File: config.mk
export PLATFORM = sky130hd
export DESIGN_NAME = issue_trace_arbiter
export DESIGN_NICKNAME = d
export VERILOG_FILES = /design/src/rtl/issue_trace_arbiter_pkg.sv /design/src/rtl/trace_fifo.sv /design/src/rtl/issue_trace_arbiter.sv
export SDC_FILE = /design/constraint.sdc
export NUM_CORES = 1
export LEC_CHECK = 0
export CAP_MARGIN = 10
export CORE_MARGIN = 8
export CORE_UTILIZATION = 30
export CTS_CLUSTER_SIZE = 30
export DETAILED_ROUTE_END_ITERATION = 7
export DONT_BUFFER_PORTS = 1
export MAX_ROUTING_LAYER = met4
export PLACE_DENSITY = 0.48
export SLEW_MARGIN = 0
export SYNTH_ARGS = -nofsm -noshare
export SYNTH_HDL_FRONTEND = slang
export SYNTH_SLANG_ARGS = --single-unit
File: constraint.sdc
create_clock -name clk -period 5 [get_ports clk]
set_input_delay 1 -clock clk [delete_from_list [all_inputs] [get_ports clk]]
set_output_delay 1 -clock clk [all_outputs]
set_load 0.1 [all_outputs]
File: src/rtl/issue_trace_arbiter_pkg.sv
// Shared constants and types for the issue-trace arbiter: queue indices,
// widths and the saturating drop-counter increment.
package issue_trace_arbiter_pkg;

  localparam int Q_ALU   = 0;
  localparam int Q_MDU   = 1;
  localparam int Q_LSU   = 2;

  localparam int PC_W    = 32;
  localparam int DROP_W  = 16;
  localparam int QTYPE_W = 8;

  typedef logic [PC_W-1:0]   pc_t;
  typedef logic [DROP_W-1:0] drop_t;

  function automatic drop_t sat_inc(input drop_t c);
    return (&c) ? c : c + DROP_W'(1);
  endfunction

endpackage

File: src/rtl/trace_fifo.sv
// DEPTH x PC_W event buffer; read/write pointers carry an extra phase bit so
// full and empty are distinguished without a separate count.
module trace_fifo
  import issue_trace_arbiter_pkg::*;
#(
  parameter int DEPTH = 4
) (
  input  logic clk,
  input  logic rst_n,
  input  logic clear,
  input  logic push,
  input  logic pop,
  input  pc_t  din,
  output pc_t  dout,
  output logic full,
  output logic empty
);

  localparam int AW = $clog2(DEPTH);
  localparam logic [AW:0] PTR_ONE = {{AW{1'b0}}, 1'b1};

  logic [AW:0] wr_ptr, rd_ptr;
  pc_t         mem [DEPTH];

  assign empty = (wr_ptr == rd_ptr);
  assign full  = (wr_ptr[AW] != rd_ptr[AW]) && (wr_ptr[AW-1:0] == rd_ptr[AW-1:0]);
  assign dout  = mem[rd_ptr[AW-1:0]];

  always_ff @(posedge clk or negedge rst_n) begin
    if (!rst_n) begin
      wr_ptr <= '0;
      rd_ptr <= '0;
    end else if (clear) begin
      wr_ptr <= '0;
      rd_ptr <= '0;
    end else begin
      if (push) wr_ptr <= wr_ptr + PTR_ONE;
      if (pop)  rd_ptr <= rd_ptr + PTR_ONE;
    end
  end

  // A push into a full FIFO that is popped the same cycle lands in the slot
  // being vacated; dout is read before the edge so the old entry still drains.
  always_ff @(posedge clk) begin
    if (push && !clear) mem[wr_ptr[AW-1:0]] <= din;
  end

endmodule

File: src/rtl/issue_trace_arbiter.sv
// Collects per-issue-queue trace events into small FIFOs and serialises them
// round-robin into a single registered log stream, counting overflow drops.
module issue_trace_arbiter
  import issue_trace_arbiter_pkg::*;
#(
  parameter int NUM_Q = 3,
  parameter int DEPTH = 4
) (
  input  logic                     clk,
  input  logic                     rst_n,
  input  logic                     trace_en,
  input  logic                     clear,
  input  logic [NUM_Q-1:0]         ev_valid,
  input  logic [PC_W*NUM_Q-1:0]    ev_pc,
  output logic                     log_en,
  output logic [PC_W-1:0]          log_pc,
  output logic [QTYPE_W-1:0]       log_queue_type,
  output logic [DROP_W*NUM_Q-1:0]  drop_cnt,
  output logic                     busy
);

  localparam int QW = (NUM_Q > 1) ? $clog2(NUM_Q) : 1;

  logic [NUM_Q-1:0]        push_req, accept, drop, pop, full, empty;
  pc_t   [NUM_Q-1:0]       q_dout;
  drop_t [NUM_Q-1:0]       drop_q;
  logic [QW-1:0]           rr_ptr, gnt, rr_next;
  logic                    gnt_vld;
  int                      idx;

  // First non-empty queue scanning rr_ptr, rr_ptr+1, ... modulo NUM_Q.
  always_comb begin
    gnt_vld = 1'b0;
    gnt     = '0;
    idx     = 0;
    for (int off = 0; off < NUM_Q; off++) begin
      idx = int'(rr_ptr) + off;
      if (idx >= NUM_Q) idx = idx - NUM_Q;
      if (!gnt_vld && !empty[idx]) begin
        gnt_vld = 1'b1;
        gnt     = QW'(idx);
      end
    end
    if (clear) gnt_vld = 1'b0;
  end

  assign rr_next = (gnt == QW'(NUM_Q - 1)) ? '0 : gnt + QW'(1);
  assign busy    = ~&empty;

  for (genvar i = 0; i < NUM_Q; i++) begin : g_lane
    assign pop[i]      = gnt_vld && (gnt == QW'(i));
    assign push_req[i] = ev_valid[i] & trace_en & ~clear;
    assign accept[i]   = push_req[i] & (~full[i] | pop[i]);
    assign drop[i]     = push_req[i] & ~accept[i];

    trace_fifo #(.DEPTH(DEPTH)) u_fifo (
      .clk   (clk),
      .rst_n (rst_n),
      .clear (clear),
      .push  (accept[i]),
      .pop   (pop[i]),
      .din   (ev_pc[PC_W*i +: PC_W]),
      .dout  (q_dout[i]),
      .full  (full[i]),
      .empty (empty[i])
    );

    always_ff @(posedge clk or negedge rst_n) begin
      if (!rst_n)       drop_q[i] <= '0;
      else if (drop[i]) drop_q[i] <= sat_inc(drop_q[i]);
    end

    assign drop_cnt[DROP_W*i +: DROP_W] = drop_q[i];
  end

  always_ff @(posedge clk or negedge rst_n) begin
    if (!rst_n) begin
      rr_ptr         <= '0;
      log_en         <= 1'b0;
      log_pc         <= '0;
      log_queue_type <= '0;
    end else begin
      if (clear)        rr_ptr <= '0;
      else if (gnt_vld) rr_ptr <= rr_next;
      log_en <= gnt_vld;
      if (gnt_vld) begin
        log_pc         <= q_dout[gnt];
        log_queue_type <= QTYPE_W'(gnt);
      end
    end
  end

endmodule

# After elaboration in Yosys (flattened, before gate mapping)
# Memory sizes are Yosys's and may differ from the RTL's.
# Cells that the tools add are included.
[op_classes]
n_mux = 42
n_addsub = 15
bitwise = 25
n_lt_le_gt_ge = 7
n_reduce_logical = 31
n_eq_ne = 11
[op_table]
columns = ["cell", "n"]
rows = [
  ["$mux 32", 4],
  ["$lt 32x4->1 const B", 3],
  ["$bmux 32 s2", 1],
  ["$add 16x1->16 const B", 3],
  ["$reduce_and 16->1", 3],
  ["$mux 3", 12],
  ["$add 3x1->3 const B", 6],
  ["$mux 1", 16],
  ["$reduce_bool 2->1", 7],
  ["$and 1x1->1", 12],
  ["$mux 2", 6],
  ["$logic_and 1x1->1", 11],
  ["$not 1->1", 10],
  ["$eq 3x3->1", 3],
  ["$sub 3x2->4 const B", 2],
  ["$bmux 1 s2", 3],
  ["$eq 2x2->1", 3],
  ["$ge 3x2->1 const B", 2],
  ["$reduce_and 2->1", 3],
  ["$logic_not 1->1", 5],
  ["$add 2x1->3 const B", 1],
  ["$add 2x2->3 const B", 1],
  ["$lt 2x3->1 const B", 1],
  ["$ne 1x1->1", 3],
  ["8 further kinds", 10],
]
[totals]
output_inout_bits = 90
ramBits = 384
reg_bits = 103
word_cells = 147
inputBits = 103
n_memories = 3
[memory_table]
columns = ["memory", "words", "width", "read_ports", "rd_ports_with_merged_regs", "wr", "line", "source"]
rows = [
  ["g_lane[0].u_fifo.mem", 4, 32, 1, 0, 1, "trace_fifo.sv:23", "pc_t mem [DEPTH];"],
  ["g_lane[1].u_fifo.mem", 4, 32, 1, 0, 1, "trace_fifo.sv:23", ""],
  ["g_lane[2].u_fifo.mem", 4, 32, 1, 0, 1, "trace_fifo.sv:23", ""],
]

# Longest topological paths before layout
[logic_depth]
word_depth = 19
mapped_depth = 11
depth_no_buf = 8

# By module
# Synthesis repeated with hierarchy kept, for this count alone.
[hier_totals]
cells_unflattened = 1035
area_unflattened_um2 = 19677.6
[by_module_without_submodules]
columns = ["module", "seq_area_each_um2", "area_per_inst_um2", "cells_per_inst", "n_inst"]
rows = [
  ["trace_fifo", 3993.8, 5058.6, 205, 3],
  ["issue_trace_arbiter", 2127.0, 4501.8, 420, 1],
]

# Worst setup path after synthesis
# Ideal clock, no wire load.
[synth_path]
path_kind = "input to register"
from = "in clear"
to = "mem g_lane[1].u_fifo.mem[3][0] in the netlist's numbering (enable)"
setup_slack_ns = 1.113
path_buffers = 2
arrival_ns = 3.443
required_time_ns = 4.556
setup_time_ns = 0.444
cell_stages = 6
cell_sequence = "clkbuf_1 > nor2b_1 > and2_1 > clkbuf_1 > nand2_1 > a31oi_1"
[synth_between]
elab_chain_cells = 7
elab_cells_between_ends = 10
cone_classes = "mux (3); bitwise (4); reduce/logical (3)"
[synth_lines]
columns = ["element", "line", "source"]
rows = [
  ["start: declaration", "issue_trace_arbiter.sv:12", "input logic clear,"],
  ["$mux 1", "issue_trace_arbiter.sv:44", "if (clear) gnt_vld = 1'b0;"],
  ["$logic_and 1x1->1", "issue_trace_arbiter.sv:51", "assign pop[i] = gnt_vld && (gnt == QW'(i));"],
  ["$or 1x1->1", "issue_trace_arbiter.sv:53", "assign accept[i] = push_req[i] & (~full[i] | pop[i]);"],
  ["$and 1x1->1", "issue_trace_arbiter.sv:53", ""],
  ["$logic_and 1x1->1 (*)", "trace_fifo.sv:45", "if (push && !clear) mem[wr_ptr[AW-1:0]] <= din;"],
  ["$mux 1 (*)", "trace_fifo.sv:45", ""],
  ["$mux 1 (not written as such) (*)", "trace_fifo.sv:45", ""],
  ["end: declaration", "trace_fifo.sv:23", ""],
]
# Mark *: on every way between the ends. The rest lies on a longest branch, timed or not.

# Worst setup path in the final report
[layout_path]
from = "reg g_lane[1].u_fifo.rd_ptr[1]"
to = "mem g_lane[2].u_fifo.mem[3][25] in the netlist's numbering (enable)"
[layout_between]
elab_chain_cells = 17
elab_cells_between_ends = 29
cone_classes = "eq/ne (2); mux (18); bitwise (2); reduce/logical (7)"
[layout_lines]
columns = ["element", "line", "source"]
rows = [
  ["start: declaration", "trace_fifo.sv:22", "logic [AW:0] wr_ptr, rd_ptr;"],
  ["start signal: assignment", "trace_fifo.sv:38", "if (pop) rd_ptr <= rd_ptr + PTR_ONE;"],
  ["$eq 3x3->1 (*)", "trace_fifo.sv:25", "assign empty = (wr_ptr == rd_ptr);"],
  ["$bmux 1 s2", "issue_trace_arbiter.sv:39", "if (!gnt_vld && !empty[idx]) begin"],
  ["$mux 1 (not written as such) (2 in a row)", "issue_trace_arbiter.sv:39", ""],
  ["$logic_not 1->1", "issue_trace_arbiter.sv:39", ""],
  ["$logic_and 1x1->1", "issue_trace_arbiter.sv:39", ""],
  ["$mux 1", "issue_trace_arbiter.sv:39", ""],
  ["$logic_not 1->1", "issue_trace_arbiter.sv:39", ""],
  ["$logic_and 1x1->1", "issue_trace_arbiter.sv:39", ""],
  ["$mux 2 or $mux 1 (tied branches)", "issue_trace_arbiter.sv:39", ""],
  ["$eq 2x2->1 or $mux 1 (tied branches)", "issue_trace_arbiter.sv:51, issue_trace_arbiter.sv:44", ""],
  ["$logic_and 1x1->1 (*)", "issue_trace_arbiter.sv:51", ""],
  ["$or 1x1->1 (*)", "issue_trace_arbiter.sv:53", ""],
  ["$and 1x1->1 (*)", "issue_trace_arbiter.sv:53", ""],
  ["$logic_and 1x1->1 (*)", "trace_fifo.sv:45", ""],
  ["$mux 1 (*)", "trace_fifo.sv:45", ""],
  ["$mux 1 (not written as such) (*)", "trace_fifo.sv:45", ""],
  ["end: declaration", "trace_fifo.sv:23", ""],
]
# Mark *: on every way between the ends. The rest lies on a longest branch, timed or not. The select of a mux whose other input is x is not followed.

==> results.py <==
metrics = {
    "yosys": {
        "synth_cell_types": 65,
        "synthCells": 1103,
        "ys_warn_count": 0,
        "synth_seq_cells": 487,
        "synth_ff_type": "edfxtp_1",
        "synth-edff-count": 384,
        "synth_seq_area_share_pct": 70.81,
        "syn_area_um2": 19930,
        "synth.avg_cell_area_um2": 18.06,
        "async_flop_share_pct": 21.15,
    },
    "critical_path": {
        "end_kind": "flip-flop",
        "slowest_stage": "and2_2",
        "reg2reg_from": "g_lane[1].u_fifo.rd_ptr[1]",
        "path_cells": "buf_4 -> xnor2_1 -> nand3_1 -> a2bb2oi_1 -> a41oi_1 -> and2_2",
        "worst-endpoint-arrival_ns": 3.76,
        "worstSetupPathType": "flip-flop to flip-flop",
        "r2r_setup_slack_ns": 1.43,
        "endpoint": "g_lane[2].u_fifo.mem[3][25]",
        "critPathLaunchType": "flip-flop",
        "crit_cells": 6,
        "r2r_end": "g_lane[2].u_fifo.mem[3][25]",
        "crit_path_start": "g_lane[1].u_fifo.rd_ptr[1]",
        "r2r_cells": 6,
        "cpPeakStageDelay_ns": 0.91,
        "critical-path-top-delay-family": "simple AND/OR/NAND/NOR gates",
        "critPathBufInv": 1,
        "path_max_fanout": 35,
        "crit_required_ns": 5.19,
    },
    "grt": {
        "grt_usage_pct": 13.75,
        "grt_pass1_wl_mm": 73.61,
        "grt_max_degree": 104,
        "antenna_found_initial": 1,
        "grt_overflow": 0,
        "grt_pass1_vias": 10420,
    },
    "route": {
        "avgRoutedWirePerCell_um": 25.19,
        "dr.pass1.iters": 5,
        "final_antenna_net_count": 0,
        "drt-total-wl_mm": 51.04,
        "route.detailed.drc": 0,
        "vias": 9964,
        "drt_iter0_drc": 656,
        "routed_via_density": 4.918,
    },
    "sta": {
        "timing.fmax_ghz": 0.2798,
        "fin_worst_hold_slack_ns": 0.1176,
        "setup_violations": 0,
        "worstMarginPinSlew_ns": 1.207,
        "final-max-slew-violation-count": 0,
        "slew_headroom_pct": 19.36,
        "post-route-min-period_ns": 3.573,
        "rsz0062_at_grt": "no",
        "clock_skew_ns": 0.02217,
        "hold_viol_final": 0,
        "tns_ns": 0,
        "finalCritPeriodShare_pct": 71.47,
    },
    "floorplan": {
        "start_util_pct": 30.31,
        "die_w_um": 273.7,
        "chipHeight_um": 273.7,
        "num_rows": 94,
        "core_um2": 65750,
        "die-area_um2": 74920,
        "io_pins": 193,
    },
    "layout": {
        "layout_commonest_cell": "edfxtp_1",
        "fillCellCount": 6174,
        "layout_common_cells": "384 x edfxtp_1, 98 x dfrtp_1, 96 x mux4_2, 51 x clkbuf_16, 44 x inv_1",
        "layout.nets": 1244,
        "final_core_util_pct": 34.22,
        "drive_gt1_share_pct": 22.05,
        "final_cells": 2026,
        "area_growth_pct": 12.90,
    },
    "cts": {
        "cts_tree": "done",
        "clock-sinks": 487,
        "clock_path_buffers": 3,
        "post_cts_buffers": 0,
        "cts_buffers": 51,
        "clk_latency_ns": 0.59,
        "cts_max_level": 2,
        "clockRootBuffer": "clkbuf_16",
        "post_cts_resized": 0,
        "path_clk_slew_ns": 0.06,
        "hold_buffers": 0,
    },
    "power": {
        "combPwrFrac_pct": 24.4,
        "p_seq_share_pct": 46.8,
        "switchingPower_w": 0.004662,
        "ir_drop_uv": 309.4,
        "p_leak_nw": 7.607,
        "pwr-share-clk_pct": 28.8,
        "p_per_area_nw_per_um2": 556.8,
        "p_total_w": 0.01253,
        "p_sw_share_pct": 37.21,
        "intPower_w": 0.007865,
    },
    "placed_design": {
        "hpwlAfterDp_mm": 33.40,
        "portBuffers": 0,
        "placed_cells": 1932,
        "routabilityCongestion": 0.8443,
    },
    "run": {
        "max_cap_viol_count": 0,
    },
    "worst_hold_path": {
        "hp-class": "input pin to asynchronous set/reset pin",
    },
    "outcome": {
        "status": "finished clean",
    },
}
## worst register-to-register path, cell delays in order (launching register included)
cell       delay (ns)
dfrtp_2          0.36
buf_4            0.48
xnor2_1          0.22
nand3_1          0.29
a2bb2oi_1        0.27
a41oi_1          0.63
and2_2           0.91
## cell families (layout without fill, tap and decap cells)
group	Yosys count	after routing	synth area share (%)
flops	487	487	70.81
compound gates	111	111	4.509
fa+ha+maj	20	20	1.256
simple gates	178	178	4.873
buf+inv	104	157	2.330
mux	141	141	13.39
other cells	1	7	0.01882
xor+xnor	61	61	2.813
## power by group through the flow
stage | registers (W) | logic (W) | clock network, W
after CTS | 0.00588 | 0.00310 | 0.00372
after floorplan | 0.00582 | 0.00228 | 0
after global routing | 0.00591 | 0.00328 | 0.00387
after detailed placement | 0.00597 | 0.00308 | 0
final | 0.00587 | 0.00305 | 0.00361
after global placement | 0.00596 | 0.00307 | 0
## metal layers
metal / global-route usage, % / routed length [um]
met5: - / 0
met4: 4.028 / 1370
met3: 6.524 / 5780
met2: 21.58 / 24130
met1: 15.60 / 19760
## state kept, by name, summed over array words and instances (netlist names)
signal                cells
log_queue_type            2
g_lane.u_fifo.wr_ptr      9
drop_cnt                 48
log_pc                   32
log_en                    1
g_lane.u_fifo.rd_ptr      9
rr_ptr                    2
g_lane.u_fifo.mem       384
## synthesized netlist by cell type (all sizes together) (3+ instances only)
library cell	instances	area, um2
nand2b	3	18.77
nor2	30	122.6
nand2	33	123.9
a31oi	36	261.5
ha	20	250.2
o31ai	4	30.03
a221o	33	330.3
nand4	14	87.58
mux4	96	2162
o21ai	8	43.79
nor3	15	96.35
and4	4	35.03
a21oi	12	63.81
xnor2	33	289.0
inv	44	165.2
and3	16	105.1
nor4	5	31.28
xor2	28	271.5
dfrtp	103	2577
nand3	35	185.2
buf	33	197.7
clkbuf	27	101.4
and2	9	56.30
o2111ai	4	35.03
mux2	45	506.7
or2	3	18.77
edfxtp	384	11530
## per-stage QoR
stage,setup WS (ns),area [um2]
4_1_cts,1.366,22490
2_1_floorplan,1.113,19940
3_3_place_gp,1.424,20930
6_report,1.427,22500
5_1_grt,1.106,22490
3_5_place_dp,1.372,20930
## worst min path at each step
| stage | startpoint | endpoint | slack [ns] |
|---|---|---|---|
| 2_1_floorplan | rr_ptr[1] | rr_ptr[1] | 0.51 |
| 3_3_place_gp | rr_ptr[1] | rr_ptr[1] | 0.54 |
| 3_5_place_dp | rr_ptr[0] | rr_ptr[0] | 0.54 |
| 4_1_cts | rst_n | g_lane[0].u_fifo.rd_ptr[1] | 0.07 |
| 5_1_grt | rst_n | log_pc[12] | 0.08 |
| 6_report | rst_n | drop_cnt[47] | 0.12 |
## area by class of cell
type / count / area [um2] / area share [%]
antenna: 1 / 2.502 / 0.01112
inverter: 44 / 165.2 / 0.7341
sequential: 487 / 14110 / 62.74
tap: 864 / 1081 / 4.805
clock inverter: 28 / 219.0 / 0.9733
clock buffer: 65 / 1349 / 5.996
multi-input combinational: 517 / 5415 / 24.07
timing repair buffer: 20 / 150.1 / 0.6674
Power figures use the tool's default switching activity.
==> RTL change 1: new RTL, same flow settings <==
Reset style: synchronous (`rst_n`), changed in 3 clocked blocks.
--- a/src/rtl/trace_fifo.sv
+++ b/src/rtl/trace_fifo.sv
@@ -26,7 +26,7 @@
   assign full  = (wr_ptr[AW] != rd_ptr[AW]) && (wr_ptr[AW-1:0] == rd_ptr[AW-1:0]);
   assign dout  = mem[rd_ptr[AW-1:0]];
 
-  always_ff @(posedge clk or negedge rst_n) begin
+  always_ff @(posedge clk) begin
     if (!rst_n) begin
       wr_ptr <= '0;
       rd_ptr <= '0;
--- a/src/rtl/issue_trace_arbiter.sv
+++ b/src/rtl/issue_trace_arbiter.sv
@@ -65,7 +65,7 @@
       .empty (empty[i])
     );
 
-    always_ff @(posedge clk or negedge rst_n) begin
+    always_ff @(posedge clk) begin
       if (!rst_n)       drop_q[i] <= '0;
       else if (drop[i]) drop_q[i] <= sat_inc(drop_q[i]);
     end
@@ -73,7 +73,7 @@
     assign drop_cnt[DROP_W*i +: DROP_W] = drop_q[i];
   end
 
-  always_ff @(posedge clk or negedge rst_n) begin
+  always_ff @(posedge clk) begin
     if (!rst_n) begin
       rr_ptr         <= '0;
       log_en         <= 1'b0;
Function: differs if rst_n is asserted again (counterexample within 4 cycles, from zero or initial values and one cycle with rst_n low); with rst_n held inactive, the same outputs for 4 cycles.
==> RTL change 1 against the unedited design <==
- synthesized area decreased by 2.0%
- sequential cell count increased by 6
- cell area decreased by 1.1%
- routed wire length decreased by 4.4%
- sequential share of layout area decreased by 1.1 points
- non-clock buffer count increased by 20
- hold slack improved by 0.37 ns
- setup slack improved by 0.14 ns
- critical path type unchanged
Power is not compared: it rests on default switching activity, and its combinational part moved more than twofold at a synthesized area within 25%.
==> RTL change 1: results (changes against the unedited design) <==
result of the run completed; RD Place Congestion 0.790 (-6.5%); synthesized-area fraction occupied by ao, oa, aoi and oai cells 5.87% (+1.4 points); latest clock arrival within the worst-skew pair 0.61 ns (+0.02 ns); flip-flop and latch area 13700 µm² (-2.8%); setup clock skew after layout 0.0238 ns (+0.00164 ns); multi-input combinational area share 24.6% (+0.55 points); synthesis-to-layout area growth 13.9%; worst endpoint data arrival time 3.73 ns (-0.03 ns); via count of the first global-routing pass 10700 (+2.5%); core region area 64500 µm² (-1.9%); multiplexer share of the synthesized area 11.8% (-1.6 points); slew at the pin closest to its max-slew limit 1.16 ns (-0.0432 ns); via count normalized by instance count 4.92 (about the same); routed length on met1 19.0 mm (-4.0%); Total Power a little under 9 mW; layout filler cell count 6211 (+0.60%); clock buffer instance count of the final layout 75 (+15%); clock buffer and inverter area fraction after layout 7.34% (+0.37 points); grt met3 use 6.52% (about the same); Post-Synth Adder-Cell Area 1.28% (+0.025 points); total wirelength of the detailed-routed design 48.8 mm (-4.4%); global-route usage over all layers 13.3% (-0.45 points); violation count after the first detailed-route iteration 670 (+2.1%); buffers outside the clock class 40 (+100%); pre-CTS setup slack 1.51 ns (+0.136 ns); layout sequential cell count 493 (+1.2%); antenna violations before repair 4 (+3); wire length of the first global-routing pass 71.5 mm (-2.8%); number of nets in the layout 1330 (+6.9%); routed wire length per instance 23.2 µm (-8.0%); Crit path max-delay family compound AO/OA/AOI/OAI gates; cell total after placement 2009 (+4.0%); FFs w/ async S/R, synth 0% (-21 points); leading post-synthesis cells by cell area edfxtp_1, dfxtp_1, mux4_2; portion of the post-synthesis area used by sequential elements 70.2% (-0.61 points); ratio of cells with drive above 1 in the final layout 18.4% (-3.6 points); met1 track demand over resource in global routing 14.7% (-0.87 points); XOR/XNOR share of the synthesized area 1.97% (-0.84 points); met2 global-route usage 21.8% (+0.24 points); Avg Synthesized Cell Area 16.5 µm² (-8.4%); NonClk Buf Share 1.35% (+0.68 points); Non-clk invs 16 (-64%); Final min period 3.43 ns (-0.145 ns); post-placement cell area 20600 µm² (-1.4%); reported combinational group power between 300 and 400 µW; largest fanout of any net on the critical path 19 (-46%); worst slack on hold paths 0.484 ns (+0.366 ns); length of routed met3 wiring 5.19 mm (-10%); ranking of synthesized cells by instance count edfxtp_1, dfxtp_1, mux4_2; number of optimization iterations in the first detailed-route pass 7 (+2); comb_multi_in 605 (+17%); critical path's largest stage delay 0.76 ns (-0.15 ns); setup slack, reg-to-reg 1.57 ns (+0.14 ns)
[RTL change 1: cell count changes after synthesis, sizes merged, moves of 33 or more]
| cell | before | now |
|---|---|---|
| o21ai | 8 | 44 |
| a221o | 33 | 0 |
| a22oi | 0 | 33 |
| dfrtp | 103 | 0 |
| mux2 | 45 | 0 |
| dfxtp | 0 | 109 |
[RTL change 1: worst paths after layout]
check                                                 from                          end  cells after the start
worst min-delay path                             ev_pc[76]  g_lane[2].u_fifo.mem[3][12]                      0
worst min register to register  g_lane[0].u_fifo.rd_ptr[2]   g_lane[0].u_fifo.rd_ptr[2]                      2
worst max register to register                   rr_ptr[0]  g_lane[1].u_fifo.mem[3][31]                      7
worst max-delay path                             rr_ptr[0]  g_lane[1].u_fifo.mem[3][31]                      7
[RTL change 1: kinds of logic after synthesis]
group                      Yosys count
AOI/OAI and AO/OA                  171
xor gates and xnor gates            44
adders and majority gates           20
buffers and inverters               88
DFF                                493
muxes                              110
other                                1
and+or+nand+nor                    254
==> RTL change 2: new RTL, config.mk and constraints unchanged <==
Made on the original files. `DROP_W`: 16 -> 32.
--- a/src/rtl/issue_trace_arbiter_pkg.sv
+++ b/src/rtl/issue_trace_arbiter_pkg.sv
@@ -7,7 +7,7 @@
   localparam int Q_LSU   = 2;
 
   localparam int PC_W    = 32;
-  localparam int DROP_W  = 16;
+  localparam int DROP_W  = 32;
   localparam int QTYPE_W = 8;
 
   typedef logic [PC_W-1:0]   pc_t;
Interface: changed (resized drop_cnt); port bits go from 193 to 241. No check against the original RTL was run, so the function may have changed too.
==> RTL change 2 against the unedited design <==
- critical path depth grew 1
- synthesized area grew 9.9%
- global-route usage is essentially flat
- maximum frequency grew 4.2%
- cell count grew 17%
- power grew 4.2%
- setup slack gained 0.14 ns
- routed wire length grew 9.2%
- sequential cell count grew 48
- first-iteration DRC count shrank 18%
- combinational power shrank 20%
- cell area grew 12%
==> RTL change 2: results (changes against the unedited design) <==
number of synthesized flops with an enable pin 384 (unchanged); IR Drop Worst-Case VDD 0.360 mV (+16%); total wirelength of the detailed-routed design 55.7 mm (+9.2%); # port buffers 0 (unchanged); wire length of the first global-routing pass 81.7 mm (+11%); most frequent standard cell in the layout excluding fill and tap cells edfxtp_1; leak pwr 8.83 nW (+16%); unique cell type count in the Yosys netlist 74 (+14%); maximum buffer depth of the clock tree 3 (unchanged); post-cts gate resize count 0 (unchanged); tightest slew margin relative to the limit 26.1% (+6.8 points); buffer count from post-CTS setup fixing 0 (unchanged); pin count of the biggest net entering global routing 152 (+46%); setup clock skew after layout 0.0369 ns (+0.0147 ns); worst endpoint data arrival time 3.67 ns (-0.09 ns); ranking of synthesized cells by instance count edfxtp_1, dfrtp_1, mux4_2; RD Place Congestion 0.774 (-8.4%); result of the run completed; ratio of cells with drive above 1 in the final layout 19.7% (-2.3 points); layout filler cell count 6991 (+13%); path type of the worst min-delay path in2async; number of nets in the layout 1485 (+19%); final number of setup-violating endpoints 0 (unchanged); via count normalized by instance count 4.79 (-2.6%); number of warning messages in the yosys log 0 (unchanged); largest fanout of any net on the critical path 33 (-5.7%); root buffer cell clkbuf_16; number of optimization iterations in the first detailed-route pass 4 (-1); pre-CTS setup slack 1.55 ns (+0.183 ns); leading post-synthesis cells by cell area edfxtp_1, dfrtp_1, mux4_2; net switching component of the power 4.63 mW (-0.65%); via count of the first global-routing pass 11800 (+13%); number of buffers created by CTS 59 (+16%); latest clock arrival within the worst-skew pair 0.64 ns (+0.05 ns); antenna violations before repair 1 (unchanged); violation count after the first detailed-route iteration 538 (-18%); number of flip-flops in the largest register 384 (unchanged); Final HPWL DP 38.0 mm (+14%); portion of the post-synthesis area used by sequential elements 69.9% (-0.92 points); FFs w/ async S/R, synth 28.2% (+7.1 points); global-route usage over all layers 13.7% (-0.033 points)
-- RTL change 2: cell count changes in the layout (fill, tap and decap cells not counted), sizes merged, moves of 28 or more --
cell,unedited run,this run
a221o,33,0
o31ai,4,36
o22ai,0,28
dfrtp,103,151
mux2,45,9
buf,20,48
a31oi,36,3
nand2,33,90
xnor2,33,72
-- RTL change 2: critical path: stages, from the launching register on --
cell,delay [ns]
dfrtp_1,0.35
inv_1,0.06
ha_1,0.43
nand4_1,0.21
o31ai_1,0.43
nor3_1,0.18
nor2_1,0.45
and2_2,0.91
-- RTL change 2: area by class of cell --
type	instances	area, µm²	share of cell area [%]
flip-flops and latches	535	15300	60.9
multi-input cells	695	6190	24.6
clock buffers	80	1620	6.42
well taps	959	1200	4.77
repair buffers	48	373	1.48
clock inverters	29	363	1.44
inverters	23	86.3	0.343
diodes	1	2.50	0.00995
-- RTL change 2: path summary, 6_finish.rpt --
path / startpoint / to / slack, ns / cells after the start
worst max-delay path: rr_ptr[0] / g_lane[2].u_fifo.mem[3][11] / 1.57 / 7
worst min-delay path: rst_n / drop_cnt[78] / 0.08 / 0
worst max register to register: rr_ptr[0] / g_lane[2].u_fifo.mem[3][11] / 1.57 / 7
worst min register to register: rr_ptr[1] / rr_ptr[1] / 0.56 / 2
max in group asynchronous: rst_n / drop_cnt[3] / 4.71 / 0
min in group clk: ev_pc[81] / g_lane[2].u_fifo.mem[2][17] / 0.45 / 0
-- RTL change 2: layer usage --
metal	global-route usage [%]	wire length, µm	vias up
li1	-	-	5177
met1	14.5	20700	5827
met2	23.1	28000	286
met3	6.45	5960	68
met4	3.43	1090	0
met5	-	0	-
-- RTL change 2: power groups by stage --
stage	combinational, mW	clock, mW	sequential, mW
after global placement	2.51	0	6.34
final	2.45	4.37	6.24
after global routing	2.69	4.67	6.27
after CTS	2.53	4.51	6.25
after detailed placement	2.53	0	6.34
after floorplan	1.85	0	6.19
-- RTL change 2: stage by stage --
stage                     total power [mW]  util (%)  instance area [µm²]  instances
final                                 13.1      34.6                25100       2370
after global routing                  13.6      34.6                25100       2369
after detailed placement              8.87      31.9                23200       2260
after global placement                8.84      31.9                23200       2260
after CTS                             13.3      34.6                25100       2369
after floorplan                       8.03         -                21900       1316
-- RTL change 2: kinds of logic (layout without fill, tap and decap cells) --
group	after synthesis	count (layout)	synth area share, %
buffers and inverters	86	180	2.09
other	1	7	0.0171
muxes	111	111	10.6
xor gates and xnor gates	115	115	4.70
DFF	535	535	69.9
adders and majority gates	20	20	1.14
and+or+nand+nor	302	302	7.27
AOI/OAI and AO/OA	141	141	4.29
